File: config.mk
export PLATFORM = sky130hd
export DESIGN_NAME = debug_cmd_parser
export DESIGN_NICKNAME = d
export VERILOG_FILES = /design/src/rtl/debug_pkg.sv /design/src/rtl/debug_tx_serializer.sv /design/src/rtl/debug_cmd_parser.sv
export SDC_FILE = /design/constraint.sdc
export NUM_CORES = 1
export LEC_CHECK = 0
export BUFFER_PORTS_ARGS = -buffer_cell sky130_fd_sc_hd__buf_2
export CAP_MARGIN = 20
export CELL_PAD_IN_SITES_DETAIL_PLACEMENT = 0
export CELL_PAD_IN_SITES_GLOBAL_PLACEMENT = 2
export CORE_MARGIN = 8
export CORE_UTILIZATION = 40
export CTS_BUF_LIST = sky130_fd_sc_hd__clkbuf_2 sky130_fd_sc_hd__clkbuf_4 sky130_fd_sc_hd__clkbuf_8
export DETAILED_ROUTE_END_ITERATION = 6
export GPL_ROUTABILITY_DRIVEN = 0
export PLACE_DENSITY = 0.87
export SLEW_MARGIN = 20
export SYNTH_ARGS = -nofsm -noshare
export SYNTH_HDL_FRONTEND = slang
export SYNTH_SLANG_ARGS = --single-unit
File: constraint.sdc
create_clock -name clk -period 14.82 [get_ports clk]
set_clock_uncertainty 0.05 [all_clocks]
set_input_delay 2.223 -clock clk [delete_from_list [all_inputs] [get_ports clk]]
set_output_delay 2.223 -clock clk [all_outputs]
set_load 0.005 [all_outputs]
File: src/rtl/debug_pkg.sv
// Shared opcode map, response defaults and parser state encoding for the
// debug command path.
package debug_pkg;

  localparam logic [7:0] OP_SET_DIV  = 8'h01;
  localparam logic [7:0] OP_SET_CTRL = 8'h02;
  localparam logic [7:0] OP_PULSE    = 8'h03;
  localparam logic [7:0] OP_WR_A     = 8'h10;
  localparam logic [7:0] OP_WR_B     = 8'h11;
  localparam logic [7:0] OP_WR_C     = 8'h12;
  localparam logic [7:0] OP_WR_D     = 8'h13;
  localparam logic [7:0] OP_RD_Y     = 8'h20;
  localparam logic [7:0] OP_RD_Z     = 8'h21;

  localparam logic [7:0] ACK_DEFAULT = 8'hAA;
  localparam logic [7:0] NAK_DEFAULT = 8'hEE;

  typedef enum logic [1:0] {
    ST_IDLE,
    ST_PAYLOAD,
    ST_RESP
  } state_t;

  typedef enum logic [1:0] {
    TGT_DIV,
    TGT_CTRL,
    TGT_OUT
  } target_t;

  // Payload length in bytes for an opcode; 0 means no payload phase.
  function automatic int unsigned payload_len(input logic [7:0] op, input int unsigned nb);
    case (op)
      OP_SET_DIV:                         return 4;
      OP_SET_CTRL:                        return 1;
      OP_WR_A, OP_WR_B, OP_WR_C, OP_WR_D: return nb;
      default:                            return 0;
    endcase
  endfunction

endpackage

File: src/rtl/debug_tx_serializer.sv
// Response serializer: holds either one byte or an NB-byte word and emits it
// LSB first over a valid/ready byte stream.
module debug_tx_serializer #(
  parameter int NB = 4
) (
  input  logic          clk,
  input  logic          reset,
  input  logic          load_word,
  input  logic [NB*8-1:0] word_data,
  input  logic          load_byte,
  input  logic [7:0]    byte_data,
  output logic [7:0]    tx_data,
  output logic          tx_valid,
  input  logic          tx_ready,
  output logic          done
);

  localparam int CW = $clog2(NB + 1);

  logic [NB*8-1:0] data_q, data_d;
  logic [CW-1:0]   cnt_q, cnt_d;
  logic            valid_q, valid_d;

  always_comb begin
    data_d  = data_q;
    cnt_d   = cnt_q;
    valid_d = valid_q;
    done    = 1'b0;
    if (valid_q && tx_ready) begin
      data_d = data_q >> 8;
      cnt_d  = cnt_q - CW'(1);
      if (cnt_q == CW'(1)) begin
        valid_d = 1'b0;
        done    = 1'b1;
      end
    end
    // Loads are only issued by the parser while nothing is in flight.
    if (load_word) begin
      data_d  = word_data;
      cnt_d   = CW'(NB);
      valid_d = 1'b1;
    end else if (load_byte) begin
      data_d  = {{(NB*8-8){1'b0}}, byte_data};
      cnt_d   = CW'(1);
      valid_d = 1'b1;
    end
  end

  always_ff @(posedge clk or posedge reset) begin
    if (reset) begin
      data_q  <= '0;
      cnt_q   <= '0;
      valid_q <= 1'b0;
    end else begin
      data_q  <= data_d;
      cnt_q   <= cnt_d;
      valid_q <= valid_d;
    end
  end

  assign tx_data  = data_q[7:0];
  assign tx_valid = valid_q;

endmodule

File: src/rtl/debug_cmd_parser.sv
// Host command decoder: parses opcode + little-endian payload bytes, updates
// the clock-divider controls and debug outputs, and queues ACK/NAK/readback.
module debug_cmd_parser
  import debug_pkg::*;
#(
  parameter int         BUS_WIDTH      = 32,
  parameter int         COUNTER_BITS   = 32,
  parameter int         TIMEOUT_CYCLES = 1000000,
  parameter logic [7:0] ACK            = ACK_DEFAULT,
  parameter logic [7:0] NAK            = NAK_DEFAULT
) (
  input  logic                    clk,
  input  logic                    reset,
  input  logic [7:0]              rx_data,
  input  logic                    rx_valid,
  output logic [7:0]              tx_data,
  output logic                    tx_valid,
  input  logic                    tx_ready,
  output logic                    option,
  output logic                    out_enable,
  output logic [COUNTER_BITS-1:0] divider,
  output logic                    pulse,
  output logic [BUS_WIDTH-1:0]    output_a,
  output logic [BUS_WIDTH-1:0]    output_b,
  output logic [BUS_WIDTH-1:0]    output_c,
  output logic [BUS_WIDTH-1:0]    output_d,
  input  logic [BUS_WIDTH-1:0]    input_y,
  input  logic [BUS_WIDTH-1:0]    input_z,
  output logic                    overrun
);

  localparam int NB     = BUS_WIDTH / 8;
  localparam int SW     = (BUS_WIDTH > 32) ? BUS_WIDTH : 32;
  localparam int MAXLEN = (NB > 4) ? NB : 4;
  localparam int BC_W   = $clog2(MAXLEN + 1);
  localparam int TW     = $clog2(TIMEOUT_CYCLES + 1);
  localparam logic [TW-1:0] TMO_LIMIT = TW'(TIMEOUT_CYCLES);

  state_t  state_q, state_d;
  target_t target_q, target_d;

  logic [BC_W-1:0]         bcnt_q, bcnt_d;
  logic [TW-1:0]           tmo_q, tmo_d;
  logic [SW-1:0]           shreg_q, shreg_d;
  logic [SW-1:0]           sh_next;
  logic [1:0]              wr_sel_q, wr_sel_d;
  logic                    option_q, option_d;
  logic                    out_enable_q, out_enable_d;
  logic [COUNTER_BITS-1:0] divider_q, divider_d;
  logic                    pulse_q, pulse_d;
  logic                    overrun_q, overrun_d;
  logic [BUS_WIDTH-1:0]    out_q [4];
  logic [BUS_WIDTH-1:0]    out_d [4];
  logic                    wr_out_en;

  logic                    ld_word, ld_byte, ser_done;
  logic [BUS_WIDTH-1:0]    ld_word_data;
  logic [7:0]              ld_byte_data;

  logic                    last_byte;
  logic                    tmo_hit;
  logic [31:0]             div_word;
  logic [BUS_WIDTH-1:0]    wr_word;

  // Payload shifts in from the top, so after k bytes the first byte sits lowest
  // in the top 8*k bits; the final byte is folded in combinationally.
  assign sh_next   = {rx_data, shreg_q[SW-1:8]};
  assign div_word  = sh_next[SW-1 -: 32];
  assign wr_word   = sh_next[SW-1 -: BUS_WIDTH];
  assign last_byte = (state_q == ST_PAYLOAD) && rx_valid && (bcnt_q == BC_W'(1));
  assign tmo_hit   = (state_q == ST_PAYLOAD) && !rx_valid && (tmo_q >= TMO_LIMIT);

  always_ff @(posedge clk or posedge reset) begin
    if (reset) state_q <= ST_IDLE;
    else       state_q <= state_d;
  end

  always_comb begin
    state_d = state_q;
    case (state_q)
      ST_IDLE: begin
        if (rx_valid) begin
          if (payload_len(rx_data, NB) != 0) state_d = ST_PAYLOAD;
          else                               state_d = ST_RESP;
        end
      end
      ST_PAYLOAD: if (last_byte || tmo_hit) state_d = ST_RESP;
      ST_RESP:    if (ser_done) state_d = ST_IDLE;
      default:    state_d = ST_IDLE;
    endcase
  end

  always_comb begin
    target_d     = target_q;
    bcnt_d       = bcnt_q;
    tmo_d        = tmo_q;
    shreg_d      = shreg_q;
    wr_sel_d     = wr_sel_q;
    option_d     = option_q;
    out_enable_d = out_enable_q;
    divider_d    = divider_q;
    pulse_d      = 1'b0;
    overrun_d    = overrun_q;
    wr_out_en    = 1'b0;
    ld_word      = 1'b0;
    ld_byte      = 1'b0;
    ld_word_data = '0;
    ld_byte_data = '0;
    case (state_q)
      ST_IDLE: begin
        if (rx_valid) begin
          bcnt_d   = BC_W'(payload_len(rx_data, NB));
          tmo_d    = '0;
          shreg_d  = '0;
          wr_sel_d = rx_data[1:0];
          case (rx_data)
            OP_SET_DIV:  target_d = TGT_DIV;
            OP_SET_CTRL: target_d = TGT_CTRL;
            OP_WR_A, OP_WR_B, OP_WR_C, OP_WR_D: target_d = TGT_OUT;
            OP_PULSE: begin
              pulse_d      = 1'b1;
              ld_byte      = 1'b1;
              ld_byte_data = ACK;
            end
            OP_RD_Y: begin
              ld_word      = 1'b1;
              ld_word_data = input_y;
            end
            OP_RD_Z: begin
              ld_word      = 1'b1;
              ld_word_data = input_z;
            end
            default: begin
              ld_byte      = 1'b1;
              ld_byte_data = NAK;
            end
          endcase
        end
      end
      ST_PAYLOAD: begin
        if (rx_valid) begin
          shreg_d = sh_next;
          tmo_d   = '0;
          if (bcnt_q != '0) bcnt_d = bcnt_q - BC_W'(1);
          if (last_byte) begin
            ld_byte      = 1'b1;
            ld_byte_data = ACK;
            case (target_q)
              TGT_DIV: divider_d = div_word[COUNTER_BITS-1:0];
              TGT_CTRL: begin
                option_d     = rx_data[0];
                out_enable_d = rx_data[1];
              end
              default: wr_out_en = 1'b1;
            endcase
          end
        end else if (tmo_hit) begin
          bcnt_d       = '0;
          ld_byte      = 1'b1;
          ld_byte_data = NAK;
        end else if (tmo_q < TMO_LIMIT) begin
          tmo_d = tmo_q + TW'(1);
        end
      end
      ST_RESP: if (rx_valid) overrun_d = 1'b1;
      default: ;
    endcase
  end

  always_ff @(posedge clk or posedge reset) begin
    if (reset) begin
      target_q     <= TGT_DIV;
      bcnt_q       <= '0;
      tmo_q        <= '0;
      shreg_q      <= '0;
      wr_sel_q     <= '0;
      option_q     <= 1'b0;
      out_enable_q <= 1'b0;
      divider_q    <= '0;
      pulse_q      <= 1'b0;
      overrun_q    <= 1'b0;
    end else begin
      target_q     <= target_d;
      bcnt_q       <= bcnt_d;
      tmo_q        <= tmo_d;
      shreg_q      <= shreg_d;
      wr_sel_q     <= wr_sel_d;
      option_q     <= option_d;
      out_enable_q <= out_enable_d;
      divider_q    <= divider_d;
      pulse_q      <= pulse_d;
      overrun_q    <= overrun_d;
    end
  end

  genvar gi;
  generate
    for (gi = 0; gi < 4; gi++) begin : g_out
      assign out_d[gi] = (wr_out_en && (wr_sel_q == 2'(gi))) ? wr_word : out_q[gi];
      always_ff @(posedge clk or posedge reset) begin
        if (reset) out_q[gi] <= '0;
        else       out_q[gi] <= out_d[gi];
      end
    end
  endgenerate

  debug_tx_serializer #(.NB(NB)) u_tx (
    .clk       (clk),
    .reset     (reset),
    .load_word (ld_word),
    .word_data (ld_word_data),
    .load_byte (ld_byte),
    .byte_data (ld_byte_data),
    .tx_data   (tx_data),
    .tx_valid  (tx_valid),
    .tx_ready  (tx_ready),
    .done      (ser_done)
  );

  assign option     = option_q;
  assign out_enable = out_enable_q;
  assign divider    = divider_q;
  assign pulse      = pulse_q;
  assign overrun    = overrun_q;
  assign output_a   = out_q[0];
  assign output_b   = out_q[1];
  assign output_c   = out_q[2];
  assign output_d   = out_q[3];

endmodule

==> reports/qor.yml, run 1 <==
max_stage_delay_ns: 0.69
met2_usage_pct: 28.6
drt-initial-drc-count: 431
ant_nets: 0
die_area_um2: 32200
synth-edff-count: 0
layout_min_cycle_time_ns: 4.47
cp.buffers_inverters: 1
powerDensity_nw_per_um2: 127
dr_total_vias: 7588
cp_slowest_cell: "and3_1"
wl_per_cell_um: 19.7
cts_tree: "yes"
via_per_inst: 5.17
p_int_uw: 1230
finalNonFillerCells: 1468
path_cells: "buf_2, or4_4, nor2_4, a21o_1, and3_1, nand2_1, a2bb2oi_1"
grt_pass1_vias: 8081
slew_headroom_pct: 27.9
setup_tns_ns: 0
cp-end-kind: "register"
yosys_warnings: 0
first_pass_iters: 5
antenna_found_initial: 2
grt_util_all_layers_pct: 17.7
final_cell_mix: "dfrtp_1, buf_2, mux2_2"
r2r_cells: 6
cp.required_ns: 15.18
synth_ff_type: "dfrtp_1"
cts_sinks: 253
final_common_cell: "dfrtp_1"
globalRouteOverflowTotal: 0
ys_seq_area_share_pct: 59.2
p_leak_uw: 0.00694
wl_um: 28900
core_um2: 26600
async_flop_share_pct: 100
rows: 60
post_cts_buffers: 0
fmax_ghz: 0.224
clockPowerShare_pct: 39.0
initial_core_util_pct: 40.2
rsz0062_at_grt: "no"
numCtsBuffers: 45
ys_types: 51
synthCells: 851
h-tree-depth: 2
postCtsResizedCells: 0
clock_latency_ns: 0.55
p_switching_uw: 434
cts_hold_buffers: 0
top_usage_layer: "met2"
max-clock-path-buffers: 3
synth_area_per_cell_um2: 12.6
hp-class: "register to register"
grt_pass1_wl_um: 46800
use_met1_pct: 23.1
grtUsageMet3_pct: 5.06
final_hold_viol_count: 0
p_sw_share_pct: 26.1
dp_hpwl_um: 19800
die_w_um: 179
syn_nets: 934
nets: 1181
synth_area_um2: 10700
worst_ep_arrival_time_ns: 4.82
io_pins: 249
clk_pin_slew_ns: 0.06
hold_path_depth: 1
status: "finished clean"
pwr-share-seq_pct: 48.0
port_buffers: 248
cp-start-kind: "primary input"
cp_max_fo: 26
vdd_drop_max_mv: 0.0575
critPathTopFamily: "simple AND/OR/NAND/NOR gates"
synthToLayoutAreaGrowth_pct: 22.3
setup_viol: 0
chipHeight_um: 179
drc: 0
grt_max_degree: 111
drive_gt1_share_pct: 45.6
fillers: 2448
dp_cells: 1392
cp.depth: 7
slew_viol_final: 0
fin_crit_sh_pct: 30.2
worst-slew-pin-transition_ns: 1.08
p_comb_share_pct: 13.0
synth-seq-cells: 253
root_buffer: "clkbuf_8"
cap_violations: 0
crit_type: "primary input to register"
final timing paths:
kind                                start               to  slack, ns
max                            rx_data[6]  u_tx.data_q[15]      10.35
min                        u_tx.data_q[3]   u_tx.data_q[3]       0.43
max reg2reg                    state_q[0]  u_tx.data_q[15]      11.20
min reg2reg                u_tx.data_q[3]   u_tx.data_q[3]       0.43
max in group asynchronous           reset      divider[20]      10.65
min in group asynchronous           reset     output_a[17]       1.76
cell type report:
cell class,count,area (um2),share of cell area [%]
Sequential cell,253,6330,48.4
Multi-Input combinational cell,525,4030,30.9
Timing Repair Buffer,259,1320,10.1
Clock buffer,72,878,6.72
Tap cell,341,427,3.26
Inverter,14,60.1,0.459
Clock inverter,3,18.8,0.144
Antenna cell,1,2.50,0.0191
power groups by stage:
| stage | registers [uW] | logic (uW) | clock network (uW) |
|---|---|---|---|
| final | 798 | 217 | 648 |
| after global routing | 806 | 242 | 698 |
| after CTS | 798 | 222 | 666 |
| after detailed placement | 809 | 222 | 0 |
| after global placement | 808 | 218 | 0 |
| after floorplan | 798 | 157 | 0 |
worst register-to-register path: stages, from the launching register on:
cell	delay (ns)
dfrtp_1	1.05
inv_1	0.28
nand2_1	0.38
a21o_1	0.13
and3_1	0.69
nand2_1	0.65
a2bb2oi_1	0.28
flip-flops by register name, indices dropped and copies added (netlist names), 3 cells and up:
signal and cells:
divider 32, output_d 32, shreg_q 24, output_a 32, bcnt_q 3, output_c 32
tmo_q 20, u_tx.cnt_q 3, output_b 32, u_tx.data_q 32
metal layers:
metal | wire length, um | vias to the layer above
met5 | 22 | -
li1 | - | 3513
met2 | 13600 | 249
met1 | 13000 | 3779
met3 | 1860 | 43
met4 | 458 | 4
kinds of logic after synthesis:
family,share of synthesized area (%)
compound gates,8.25
buf+inv,3.38
mux,17.6
flops,59.2
fa+ha+maj,0.819
xor+xnor,1.23
simple gates,9.52
stage by stage:
stage | hold slack [ns] | total power [uW] | worst slack, ns | instance area, um2 | util, %
after global placement | 0.407 | 1030 | 9.84 | 12200 | 45.8
after floorplan | 0.400 | 956 | 5.59 | 10700 | -
after detailed placement | 0.414 | 1030 | 9.78 | 12200 | 45.8
after global routing | 0.447 | 1750 | 10.19 | 13100 | 49.2
final | 0.429 | 1660 | 10.35 | 13100 | 49.2
after CTS | 0.432 | 1690 | 10.36 | 13100 | 49.2
cells in the mapped netlist (2+ instances only):
cell	count	share of area [%]
nor3_2	2	0.19
o21ai_0	38	1.8
buf_4	15	1.1
nand2_1	93	3.3
nor2_2	2	0.12
a2bb2oi_1	20	1.6
nor4_2	2	0.23
dfrtp_1	253	59
mux2_2	163	17
nor3_1	8	0.37
o2bb2ai_1	8	0.66
a211oi_1	2	0.14
xor2_1	12	0.98
nor2b_1	4	0.23
and2_1	2	0.12
clkbuf_1	18	0.63
mux2_1	3	0.32
a221oi_1	4	0.33
nor2_1	29	1.0
and4_1	2	0.16
clkbuf_2	2	0.094
ha_1	7	0.82
a22oi_1	8	0.56
o21ai_1	3	0.14
xnor2_1	3	0.25
nand3_1	33	1.5
or3_1	3	0.18
a21o_1	5	0.35
buf_2	23	1.1
and3_1	5	0.29
a21oi_1	10	0.47
nand2b_1	7	0.41
a22o_1	19	1.6
nor4_1	4	0.23
inv_1	14	0.49
o41ai_1	2	0.16
nand4_1	9	0.53
Note: power is estimated with default switching activity, not from simulation.
==> run 2, diff against run 1 <==
--- a/config.mk
+++ b/config.mk
@@ -10,11 +10,11 @@
 export CELL_PAD_IN_SITES_DETAIL_PLACEMENT = 0
 export CELL_PAD_IN_SITES_GLOBAL_PLACEMENT = 2
 export CORE_MARGIN = 8
-export CORE_UTILIZATION = 40
+export CORE_UTILIZATION = 33
 export CTS_BUF_LIST = sky130_fd_sc_hd__clkbuf_2 sky130_fd_sc_hd__clkbuf_4 sky130_fd_sc_hd__clkbuf_8
 export DETAILED_ROUTE_END_ITERATION = 6
 export GPL_ROUTABILITY_DRIVEN = 0
-export PLACE_DENSITY = 0.87
+export PLACE_DENSITY = 0.77
 export SLEW_MARGIN = 20
 export SYNTH_ARGS = -nofsm -noshare
 export SYNTH_HDL_FRONTEND = slang
==> constraint.sdc (replaced) <==
create_clock -name clk -period 3.6 [get_ports clk]
set_clock_uncertainty 0.05 [all_clocks]
set_input_delay 0.54 -clock clk [delete_from_list [all_inputs] [get_ports clk]]
set_output_delay 0.54 -clock clk [all_outputs]
set_load 0.005 [all_outputs]
==> run 2 against run 1 <==
Non-clock buffer count rose by 10. Clock power rose to 4.0 times the previous value. Sequential cell count did not move. First-iteration DRC count fell by 51%. Power rose to 4.1 times the previous value. Hold slack got worse by 0.34 ns. Combinational power rose to 4.2 times the previous value. Cell count rose by 4.9%.
==> reports/qor.yml, run 2 (synthesized netlist as in run 1, its figures left out) <==
h-tree-depth: 2
worst-slew-pin-transition_ns: 1.05
fmax_ghz: 0.382
r2r-start: "tmo_q[10]"
met2_usage_pct: 25.8
final_common_cell: "dfrtp_1"
final_core_util_pct: 41.1
antenna_found_initial: 3
top_usage_layer: "met2"
drive_gt1_share_pct: 45.9
cp-start-kind: "register"
post_cts_buffers: 0
root_buffer: "clkbuf_8"
grt_max_degree: 64
grt_pass1_vias: 8201
r2r_cells: 6
initial_core_util_pct: 33.2
antenna_cells: 0
worst_slack_ns: 0.980
nets: 1190
cts_tree: "yes"
dp_hpwl_um: 21000
final_hold_viol_count: 0
reg2reg_setup_slack_ns: 0.98
clk_pin_slew_ns: 0.06
port_buffers: 248
pre_cts_slack_ns: 0.634
io_pins: 249
hold_slack_ns: 0.0923
worst_ep_arrival_time_ns: 3.03
grt_util_all_layers_pct: 15.5
layout_min_cycle_time_ns: 2.62
dr_total_vias: 7588
synthToLayoutAreaGrowth_pct: 23.7
core_um2: 32200
first_pass_iters: 4
rsz0062_at_grt: "no"
cts_sinks: 253
grtUsageMet3_pct: 4.37
cp-end-kind: "register"
postCtsResizedCells: 0
hp-class: "primary input to asynchronous set/reset pin"
powerDensity_nw_per_um2: 512
cp_max_fo: 13
drc: 0
status: "finished clean"
globalRouteOverflowTotal: 0
wl_per_cell_um: 19.5
numCtsBuffers: 44
use_met1_pct: 19.8
cts_hold_buffers: 0
chipHeight_um: 196
p_leak_uw: 0.00696
vdd_drop_max_mv: 0.242
wl_um: 30000
ant_nets: 0
slew_headroom_pct: 29.9
reg2reg_to: "u_tx.data_q[5]"
setup_viol: 0
final_cell_mix: "dfrtp_1, buf_2, mux2_2"
drt-initial-drc-count: 212
via_per_inst: 4.93
max-clock-path-buffers: 3
rows: 66
cap_violations: 0
crit_type: "register to register"
grt_pass1_wl_um: 48100
slew_viol_final: 0
fin_crit_sh_pct: 72.8
die_w_um: 196
die_area_um2: 38400
cp.required_ns: 4.01
clock_latency_ns: 0.55
## run 2: changes by cell type in the layout (fill, tap and decap cells not counted), moves of 3 or more
cell        previous run  this run
clkinvlp_4             0         3
clkbuf_8              54        46
buf_12                 0         4
buf_4                 11        17
## run 2: final cells by class
| class | instances | area [um2] |
|---|---|---|
| inverters | 14 | 56.3 |
| clock buffers | 64 | 768 |
| well taps | 408 | 510 |
| fillers | 3176 | 19000 |
| clock inverters | 7 | 68.8 |
| flip-flops and latches | 253 | 6330 |
| multi-input cells | 525 | 4040 |
| repair buffers | 269 | 1450 |
## run 2: power by group
part	switching, uW	total [uW]	internal (uW)
registers	188	3290	3110
logic	480	915	435
clock network	1130	2560	1430
## run 2: worst max path at each step
| stage | slack [ns] | end | startpoint | cells after the start |
|---|---|---|---|---|
| finish | 0.98 | u_tx.data_q[5] | tmo_q[10] | 6 |
| global route | 0.77 | u_tx.data_q[7] | tmo_q[10] | 6 |
| CTS | 0.98 | u_tx.data_q[7] | tmo_q[10] | 6 |
| detailed placement | 0.63 | u_tx.data_q[7] | rx_data[6] | 6 |
| global placement | 0.71 | u_tx.data_q[3] | rx_data[6] | 6 |
| floorplan | -0.32 | bcnt_q[0] | reset | 1 |
## run 2: routing by layer
layer / wire length, um / part of all wire, %
met1: 13600 / 45
met2: 14100 / 47
met3: 1710 / 5.7
met4: 608 / 2.0
met5: 35 / 0.12
## run 2: worst max-delay path, cell delays in order, from the launching register on
cell	delay, ns
dfrtp_1	0.44
nor4_1	0.26
a211oi_1	0.16
o21ai_1	0.37
nand2_2	0.18
nor3_2	0.88
a21o_1	0.22
## run 2: stage by stage
stage	instance area, um2	instances	setup TNS, ns	total power, uW
2_1_floorplan	10700	851	-80.87	3940
3_3_place_gp	12400	1469	0	4260
3_5_place_dp	12400	1469	0	4270
4_1_cts	13200	1540	0	6900
5_1_grt	13200	1540	0	7160
6_report	13200	1540	0	6770
